### src/rtl/regfile_pkg.sv
// Shared types and default sizing for the multi-port register file.
// Optional feature macro: REGFILE_SCOREBOARD_EN (pending-write scoreboard).
package regfile_pkg;

    localparam int DEF_DATA_W = 32;
    localparam int DEF_ADDR_W = 5;
    localparam int DEF_NUM_RD = 3;

    // CLEAR sweeps the array to zero after reset; READY is normal operation.
    typedef enum logic [0:0] {
        RF_CLEAR = 1'b0,
        RF_READY = 1'b1
    } rf_state_e;

endpackage

### src/rtl/regfile_if.sv
// Bus bundle between decode/writeback (master) and the register file (slave).
interface regfile_if import regfile_pkg::*; #(
    parameter int DATA_W = DEF_DATA_W,
    parameter int ADDR_W = DEF_ADDR_W,
    parameter int NUM_RD = DEF_NUM_RD
) ();

    logic                       init_done;
    logic                       we0;
    logic [ADDR_W-1:0]          waddr0;
    logic [DATA_W-1:0]          wdata0;
    logic                       we1;
    logic [ADDR_W-1:0]          waddr1;
    logic [DATA_W-1:0]          wdata1;
    logic [NUM_RD*ADDR_W-1:0]   raddr;
    logic [NUM_RD*DATA_W-1:0]   rdata;
    logic                       sb_set;
    logic [ADDR_W-1:0]          sb_set_addr;
    logic [NUM_RD-1:0]          rbusy;

    modport master (
        input  init_done, rdata, rbusy,
        output we0, waddr0, wdata0, we1, waddr1, wdata1, raddr, sb_set, sb_set_addr
    );

    modport slave (
        output init_done, rdata, rbusy,
        input  we0, waddr0, wdata0, we1, waddr1, wdata1, raddr, sb_set, sb_set_addr
    );

endinterface

### src/rtl/regfile_scoreboard.sv
// Pending-write tracker: one busy bit per entry, set by issue, cleared by
// writeback, with a same-cycle clear bypass on every read port.
module regfile_scoreboard import regfile_pkg::*; #(
    parameter int ADDR_W   = DEF_ADDR_W,
    parameter int NUM_RD   = DEF_NUM_RD,
    parameter int ZERO_REG = 1
) (
    input  logic                     clk,
    input  logic                     rst_n,
    input  logic                     ready,
    input  logic                     sb_set,
    input  logic [ADDR_W-1:0]        sb_set_addr,
    input  logic                     we0,      // already qualified with ready
    input  logic [ADDR_W-1:0]        waddr0,
    input  logic                     we1,      // already qualified with ready
    input  logic [ADDR_W-1:0]        waddr1,
    input  logic [NUM_RD*ADDR_W-1:0] raddr,
    output logic [NUM_RD-1:0]        rbusy
);

    localparam int DEPTH   = 1 << ADDR_W;
    localparam bit ZERO_EN = (ZERO_REG != 0);

    logic [DEPTH-1:0] busy;
    logic             set_ok;

    // Entry 0 is hard-wired when ZERO_REG is on, so it can never go busy.
    assign set_ok = ready && sb_set && !(ZERO_EN && (sb_set_addr == '0));

    // Clears first, set last so a same-address set overrides the clear.
    always_ff @(posedge clk or negedge rst_n) begin
        if (!rst_n) begin
            busy <= '0;
        end else begin
            if (we0)    busy[waddr0]      <= 1'b0;
            if (we1)    busy[waddr1]      <= 1'b0;
            if (set_ok) busy[sb_set_addr] <= 1'b1;
        end
    end

    // Per-port busy lookup; a write landing this cycle hides the stale bit.
    always_comb begin
        logic [ADDR_W-1:0] ra;
        ra    = '0;
        rbusy = '0;
        for (int i = 0; i < NUM_RD; i++) begin
            ra       = raddr[i*ADDR_W +: ADDR_W];
            rbusy[i] = ready && busy[ra]
                       && !(we1 && (waddr1 == ra))
                       && !(we0 && (waddr0 == ra))
                       && !(ZERO_EN && (ra == '0));
        end
    end

endmodule

### src/rtl/regfile_mp.sv
// Multi-port register file: NUM_RD combinational read ports with same-cycle
// write bypass, two write ports (port 1 wins on collision), zero-sweep after
// reset. Define REGFILE_SCOREBOARD_EN to build the RAW-hazard scoreboard;
// otherwise rbusy is tied low and sb_set/sb_set_addr are ignored.
module regfile_mp import regfile_pkg::*; #(
    parameter int DATA_W   = DEF_DATA_W,
    parameter int ADDR_W   = DEF_ADDR_W,
    parameter int NUM_RD   = DEF_NUM_RD,
    parameter int ZERO_REG = 1
) (
    input  logic     clk,
    input  logic     rst_n,
    regfile_if.slave bus
);

    localparam int DEPTH   = 1 << ADDR_W;
    localparam bit ZERO_EN = (ZERO_REG != 0);

    rf_state_e                       state;
    logic [ADDR_W-1:0]               clr_idx;
    logic                            ready;
    logic                            we0_act;
    logic                            we1_act;
    logic                            wr0;
    logic                            wr1;
    logic [DATA_W-1:0]               mem [DEPTH];
    logic [NUM_RD-1:0][DATA_W-1:0]   rd_word;

    assign ready         = (state == RF_READY);
    assign bus.init_done = ready;

    // Writes only exist once the sweep is done.
    assign we0_act = ready && bus.we0;
    assign we1_act = ready && bus.we1;
    assign wr0     = we0_act && !(ZERO_EN && (bus.waddr0 == '0));
    assign wr1     = we1_act && !(ZERO_EN && (bus.waddr1 == '0));

    // Clear sequencer: one entry per cycle, READY after the last index.
    always_ff @(posedge clk or negedge rst_n) begin
        if (!rst_n) begin
            state   <= RF_CLEAR;
            clr_idx <= '0;
        end else if (state == RF_CLEAR) begin
            clr_idx <= clr_idx + 1'b1;
            if (&clr_idx) state <= RF_READY;
        end
    end

    // Storage array (no reset): sweep writes zero, else port 1 lands last.
    always_ff @(posedge clk) begin
        if (!ready) begin
            mem[clr_idx] <= '0;
        end else begin
            if (wr0) mem[bus.waddr0] <= bus.wdata0;
            if (wr1) mem[bus.waddr1] <= bus.wdata1;
        end
    end

    // Read mux per port: zero reg, younger writer, older writer, array.
    always_comb begin
        logic [ADDR_W-1:0] ra;
        ra      = '0;
        rd_word = '0;
        for (int i = 0; i < NUM_RD; i++) begin
            ra = bus.raddr[i*ADDR_W +: ADDR_W];
            if (!ready || (ZERO_EN && (ra == '0)))
                rd_word[i] = '0;
            else if (bus.we1 && (bus.waddr1 == ra))
                rd_word[i] = bus.wdata1;
            else if (bus.we0 && (bus.waddr0 == ra))
                rd_word[i] = bus.wdata0;
            else
                rd_word[i] = mem[ra];
        end
    end

    assign bus.rdata = rd_word;

`ifdef REGFILE_SCOREBOARD_EN
    regfile_scoreboard #(
        .ADDR_W   (ADDR_W),
        .NUM_RD   (NUM_RD),
        .ZERO_REG (ZERO_REG)
    ) u_sb (
        .clk         (clk),
        .rst_n       (rst_n),
        .ready       (ready),
        .sb_set      (bus.sb_set),
        .sb_set_addr (bus.sb_set_addr),
        .we0         (we0_act),
        .waddr0      (bus.waddr0),
        .we1         (we1_act),
        .waddr1      (bus.waddr1),
        .raddr       (bus.raddr),
        .rbusy       (bus.rbusy)
    );
`else
    logic sb_unused;
    assign sb_unused = ^{bus.sb_set, bus.sb_set_addr};
    assign bus.rbusy = '0;
`endif

endmodule

### src/flat_wrapper.sv
// flat-port wrapper written by rule: the top's interface ports become plain ports
module regfile_mp_flat import regfile_pkg::*;
#(
    parameter int DATA_W   = DEF_DATA_W,
    parameter int ADDR_W   = DEF_ADDR_W,
    parameter int NUM_RD   = DEF_NUM_RD,
    parameter int ZERO_REG = 1
)
  (clk, rst_n, bus_init_done, bus_rdata, bus_rbusy, bus_we0, bus_waddr0, bus_wdata0, bus_we1, bus_waddr1, bus_wdata1, bus_raddr, bus_sb_set, bus_sb_set_addr);
  regfile_if #(.DATA_W(DATA_W), .ADDR_W(ADDR_W), .NUM_RD(NUM_RD)) bus_i ();
  input  logic clk;
  input  logic rst_n;
  output wire logic [$bits(bus_i.init_done)-1:0] bus_init_done;
  output wire logic [$bits(bus_i.rdata)-1:0] bus_rdata;
  output wire logic [$bits(bus_i.rbusy)-1:0] bus_rbusy;
  input wire logic [$bits(bus_i.we0)-1:0] bus_we0;
  input wire logic [$bits(bus_i.waddr0)-1:0] bus_waddr0;
  input wire logic [$bits(bus_i.wdata0)-1:0] bus_wdata0;
  input wire logic [$bits(bus_i.we1)-1:0] bus_we1;
  input wire logic [$bits(bus_i.waddr1)-1:0] bus_waddr1;
  input wire logic [$bits(bus_i.wdata1)-1:0] bus_wdata1;
  input wire logic [$bits(bus_i.raddr)-1:0] bus_raddr;
  input wire logic [$bits(bus_i.sb_set)-1:0] bus_sb_set;
  input wire logic [$bits(bus_i.sb_set_addr)-1:0] bus_sb_set_addr;
  assign bus_init_done = bus_i.init_done;
  assign bus_rdata = bus_i.rdata;
  assign bus_rbusy = bus_i.rbusy;
  assign bus_i.we0 = bus_we0;
  assign bus_i.waddr0 = bus_waddr0;
  assign bus_i.wdata0 = bus_wdata0;
  assign bus_i.we1 = bus_we1;
  assign bus_i.waddr1 = bus_waddr1;
  assign bus_i.wdata1 = bus_wdata1;
  assign bus_i.raddr = bus_raddr;
  assign bus_i.sb_set = bus_sb_set;
  assign bus_i.sb_set_addr = bus_sb_set_addr;
  regfile_mp #(.DATA_W(DATA_W), .ADDR_W(ADDR_W), .NUM_RD(NUM_RD), .ZERO_REG(ZERO_REG)) u_core (.clk(clk), .rst_n(rst_n), .bus(bus_i));
endmodule
### config.mk
export PLATFORM = sky130hd
export DESIGN_NAME = regfile_mp_flat
export DESIGN_NICKNAME = d
export VERILOG_FILES = /design/src/rtl/regfile_pkg.sv /design/src/rtl/regfile_if.sv /design/src/rtl/regfile_scoreboard.sv /design/src/rtl/regfile_mp.sv /design/src/flat_wrapper.sv
export SDC_FILE = /design/constraint.sdc
export NUM_CORES = 2
export LEC_CHECK = 0
export BUFFER_PORTS_ARGS = -buffer_cell sky130_fd_sc_hd__buf_2
export CORE_ASPECT_RATIO = 0.6
export CORE_MARGIN = 3
export CORE_UTILIZATION = 50
export CTS_CLUSTER_DIAMETER = 50
export DETAILED_ROUTE_END_ITERATION = 7
export GPL_ROUTABILITY_DRIVEN = 0
export PLACE_DENSITY = 0.63
export SYNTH_ARGS = -nofsm -noshare
export SYNTH_HDL_FRONTEND = slang
export SYNTH_SLANG_ARGS = --single-unit
### constraint.sdc
create_clock -name clk -period 3.75 [get_ports clk]
set_input_delay 0.1875 -clock clk [delete_from_list [all_inputs] [get_ports clk]]
set_output_delay 0.1875 -clock clk [all_outputs]
set_load 0.1 [all_outputs]
* After elaboration in Yosys (flattened, before gate mapping)
Memory sizes are Yosys's and may differ from the RTL's. Index checks and enable logic that the tools add are counted.
Word-level totals: output and inout port bits 100, bits in writable memories 1024, flip-flop bits (word level) 6, input port bits 99, word-level logic and storage cells 54, memories kept 1
Cells by class: equality and inequality tests 6, reduce and logical (&&, ||, !) cells 23, multiplexer cells 21, $add $sub $neg 1
Memories:
- u_core.mem | words 32, bits a word 32, read ports 3, clocked after Yosys merged registers in 0, write ports 2, line regfile_mp.sv:26 | logic [DATA_W-1:0] mem [DEPTH];
Operators by type and width (number):
- 32-bit 2-to-1 mux | 10
- 32-bit OR reduction | 1
- 5-bit equality test | 6
- 5-bit zero test | 5
- 1-bit logical AND | 10
- 1-bit 2-to-1 mux | 10
- 5-bit by 1-bit adder with 5-bit output, second input constant | 1
- 5-bit 2-to-1 mux | 1
- 5-bit AND reduction | 1
- 1-bit zero test | 3
- 1-bit logical OR | 3

* Longest topological paths before layout
word-level depth 8, mapped depth 9, gate-level depth less buffers 5

* Least setup slack after synthesis
No wires, ideal clock.
path type reg-to-output, start point reg u_core.state, in the netlist u_core.bus.init_done, end point out bus_rdata[94], setup slack -411 ps, arrival time 3973 ps, buffers on the path 2, required time 3562 ps, cell stages (with the launch flop) 5, path through dfrtp_1 clkbuf_1 o21ai_1 clkbuf_1 a211oi_1
Between the ends: cells in the longest elaborated chain, start to end 3
Ends and longest elaborated chain:
- start, declared | line regfile_mp.sv:19 | rf_state_e state;
- start signal, assigned | line regfile_mp.sv:41 | state <= RF_CLEAR;
- start signal, assigned | line regfile_mp.sv:45 | if (&clr_idx) state <= RF_READY;
- 1-bit zero test
- 1-bit logical OR | line regfile_mp.sv:66 | if (!ready || (ZERO_EN && (ra == '0)))
- 32-bit 2-to-1 mux | line regfile_mp.sv:66
- end, declared | line flat_wrapper.sv:14 | output wire logic [$bits(bus_i.rdata)-1:0] bus_rdata;
Every way passes these cells.

* Worst setup path after layout
start point reg u_core.state, in the netlist u_core.bus.init_done, end point out bus_rdata[31]
Same word-level chain as after synthesis.

==> results.tsv <==
stage	metric	value	unit
setup_path	r2r_start	u_core.bus.init_done	
power_and_ir_drop	p_per_area	375	nW/µm²
detailed_routing	drt_iter0_drc	10500	
setup_path	start_kind	flip-flop	
layout	syn2layout_area_growth	12.5	%
detailed_routing	num_vias	54400	
detailed_routing	wl_met2	116	mm
logic_synthesis	muxShareOfSynthArea	31.3	%
sta	hold_viol_final	0	
power_and_ir_drop	p_switching	8.45	mW
layout	fin_cells	7118	
run_status	violations	DRC, setup timing	
logic_synthesis	ys.flop_type	edfxtp_1	
grt	grt_max_degree	96	
setup_path	r2r_slack	0.51	ns
power_and_ir_drop	p_leak	25.4	nW
floorplan	placementRows	104	
cts	cts_sinks	1030	
setup_path	critPathSlowestCell	o221ai_1	
setup_path	path_cells	buf_4, o31ai_4, nor2_4, nand3_1, o221ai_1, buf_12	
power_and_ir_drop	power_frac_comb	18.1	%
sta	tightestPinTransition	1.23	ns
detailed_routing	dr_wl_met3	51.8	mm
cts	clockBufferDepth	3	
detailed_routing	drc_errors	8	
detailed_routing	final_antenna_net_count	0	
power_and_ir_drop	swShare	29.0	%
sta	worst_slack	-0.0697	ns
run_status	status	finished, violations left	
sta	slew_viol_final	0	
grt	grt_pass1_vias	50800	
detailed_routing	dr.pass1.iters	8	
logic_synthesis	synth_compound_area_share	10.3	%
min_path	min_path_cells	4	
cts	htreeDepth	3	
detailed_routing	via_per_inst	7.64	
layout	layout-drive-gt1-share	31.0	%
cts	ctsRootBufferMaster	clkbuf_16	
setup_path	crit_start	u_core.bus.init_done	
power_and_ir_drop	ir_worst_vdd	0.402	mV
power_and_ir_drop	share_seq_of_total_power	43.9	%
detailed_routing	drt-total-wl	278	mm
logic_synthesis	syn_area_per_cell	12.8	µm²
setup_path	regToRegEndpoint	u_core.mem[1][25]	
sta	clock.fmax	262	MHz
floorplan	die_h	294	µm
setup_path	reg2reg_depth	6	
cts	clkLatencyLatePin	0.77	ns
detailed_routing	m1WireLength	94.3	mm
floorplan	dieWidth	485	µm
grt	grt_pass1_wl	387	mm
detailed_routing	topRoutingLayerUsed	met5	
sta	finClkSkew	0.0522	ns
logic_synthesis	synthXorXnorAreaFrac	0.419	%
min_path	hp-start	bus_wdata0[17]	
flow_run	max-cap-violations	0	
floorplan	dieArea	143000	µm²
setup_path	cp_max_fo	10	
logic_synthesis	synth_edf_count	1024	
setup_path	worstPathBufferInverterCount	2	
logic_synthesis	ys_async_sr_fraction	0.583	%
floorplan	io_pins	199	
sta	relSlewSlack	18.1	%
logic_synthesis	yosysSeqAreaShare	44.8	%
logic_synthesis	synthSimpleGateAreaFrac	7.51	%
place	place_area	73900	µm²
cts	clk_pin_slew	0.06	ns
min_path	min_path_type	in -> reg	
detailed_routing	wl_per_cell	39.1	µm
floorplan	core_area	135000	µm²
floorplan	initial_core_util	50.9	%
logic_synthesis	synthesis.area	68900	µm²
setup_path	cp.arrival	3.63	ns
sta	period_minus_slack	3.82	ns
grt	grt_antenna_before_repair	12	
cts	cts_tree	built	
logic_synthesis	ys_ff_latch	1030	
place	io_buffers	189	
layout	final_area	77500	µm²
place	dp_hpwl	159	mm
logic_synthesis	synth_top_area_share	44.6	%
cts	cts-buffers-inserted	108	
place	dp.cells	6892	
sta	fin_crit_sh	102	%
setup_path	cp_top_family	simple AND/OR/NAND/NOR gates	
logic_synthesis	netlist_instances	5406	
setup_path	worst-setup-path-type	reg -> out	
logic_synthesis	synth_top_cell_by_area	edfxtp_1	
setup_path	cp.required	3.56	ns
setup_path	critical-path-max-stage-delay	0.64	ns
grt	grt_overflow	0	
power_and_ir_drop	power_frac_clock	38.0	%
logic_synthesis	synth_top_family_by_area	multiplexers	
logic_synthesis	ys_top_cells_by_area	edfxtp_1, mux4_2, o21ai_0, nand2_1, clkbuf_1	
sta	setup_viol	2	
logic_synthesis	ys_types	62	
layout	nets	5314	
setup_path	critPathCaptureType	primary output	
logic_synthesis	synthAdderAreaFrac	0.0363	%
min_path	hold_end	u_core.mem[0][17]	
sta	rsz0062_at_grt	yes	
power_and_ir_drop	p_int	20.6	mW
logic_synthesis	yosys_warnings	0	
grt	grt_usage	38.6	%
## registers in the layout, indices dropped and copies added (netlist names)
signal and count:
u_core.bus.init_done 1, u_core.clr_idx 5, u_core.mem 1024
## how the worst max path moves through the flow
stage / end / slack, ns / depth (start not counted)
finish: bus_rdata[31] / -0.07 / 6
global route: bus_rdata[31] / -0.02 / 6
CTS: bus_rdata[83] / 0.04 / 7
detailed placement: bus_rdata[32] / 0.57 / 8
global placement: bus_rdata[32] / 0.54 / 8
floorplan: u_core.mem[2][0] / -0.21 / 6
## placed cells by master, fill, tap and decap left out, types with 6 or more instances in the layout
cell type      synthesis  layout
a22oi_1               94      94
and2_1                 7       7
buf_12                 2     182
buf_2                126      81
buf_4                 24     153
buf_6                 39       6
buf_8                  0       6
bufinv_16              0       9
clkbuf_1             491      24
clkbuf_16              0     109
clkinv_1               0      17
clkinv_2               0      15
clkinv_4               0       6
clkinvlp_4             0       7
dfrtp_1                6       6
diode_2                0      14
dlygate4sd3_1          0       9
edfxtp_1            1024    1024
inv_1                131     131
inv_6                  0       8
mux2_2                 9       9
mux2i_1                6       6
mux4_1                10      10
mux4_2               940     940
nand2_1             1045    1043
nand3_1               13      10
nand4_1               95      95
nor2_1                27      14
nor2_4                 3      24
nor3_2                 0      12
o21ai_0              991     991
o21ai_1                7       6
o21bai_4               0      12
o221ai_1              83      83
o221ai_2              12      12
o22ai_4                0      19
xnor2_1               20      20
xor2_1                13      13
## worst min-delay path: cells and delay by family
family	cells	cell delay, ns
and+or+nand+nor	1	0.05
buffers and inverters	3	0.43
## power by group through the flow
stage / registers [mW] / logic (mW) / clock network [mW]
final: 12.8 / 5.26 / 11.1
after global routing: 12.8 / 5.41 / 11.5
after CTS: 12.8 / 5.15 / 11.1
after floorplan: 13.0 / 3.35 / 0
after global placement: 13.0 / 5.08 / 0
after detailed placement: 13.0 / 5.13 / 0
## final cells by class
cell class	count	area, µm²
clock buffers	133	2820
inverters	131	492
clock inverters	66	667
well taps	1802	2250
flip-flops and latches	1030	30900
repair buffers	437	5450
multi-input cells	3505	34900
diodes	14	35.0
fillers	10600	57900
## metrics by stage
step	setup WS, ns	total power [mW]	hold slack, ns	utilization (%)	TNS [ns]
after floorplan	-0.214	16.4	-0.108	-	-131.56
after global placement	0.545	18.1	0.0270	54.5	0
after detailed placement	0.565	18.1	0.0236	54.5	0
after CTS	0.0447	29.0	0.00697	57.2	0
after global routing	-0.0206	29.7	0.0532	57.2	-0.0332
final	-0.0697	29.1	0.0368	57.2	-0.114
## cell families (layout without fill, tap and decap cells)
kind of cell,after synthesis,after routing
AOI/OAI and AO/OA,1251,1251
and+or+nand+nor,1251,1251
other,1,17
xor gates and xnor gates,33,33
muxes,965,965
DFF,1030,1030
adders and majority gates,2,2
buffers and inverters,873,767
## synthesized netlist by cell type (3+ instances only)
master / count
nor2_1: 27
nand4_1: 95
mux4_1: 10
o21bai_1: 13
a22oi_1: 94
clkbuf_1: 491
xor2_1: 13
xnor2_1: 20
and2_0: 3
mux2_2: 9
o221ai_2: 12
edfxtp_1: 1024
inv_1: 131
o21ai_1: 7
and2_1: 7
nor2b_1: 3
buf_2: 126
o21ai_0: 991
nand3b_1: 4
nand2b_1: 5
or3_1: 5
nand2_1: 1045
buf_6: 39
dfrtp_1: 6
o22ai_1: 23
and3_1: 3
nor2_2: 8
o221ai_1: 83
or2_2: 5
nor2_4: 3
mux2i_1: 6
nor3_1: 14
nand3_1: 13
buf_1: 60
a211oi_1: 7
mux4_2: 940
buf_4: 24
## layer usage
metal	vias to the layer above	global-route usage (%)
met5	-	2.04
met3	1056	18.0
met2	5535	53.1
met4	14	18.6
met1	26800	51.7
li1	20900	-
## timing repair
item / 4_1_cts / 5_1_grt
setup buffers: 0 / 4
resized for setup: 0 / 0
endpoints found under the setup margin: 0 / 10
hold buffers: 9 / 0
hold endpoints to repair: 30 / 0
(Power assumes the default switching activity.)
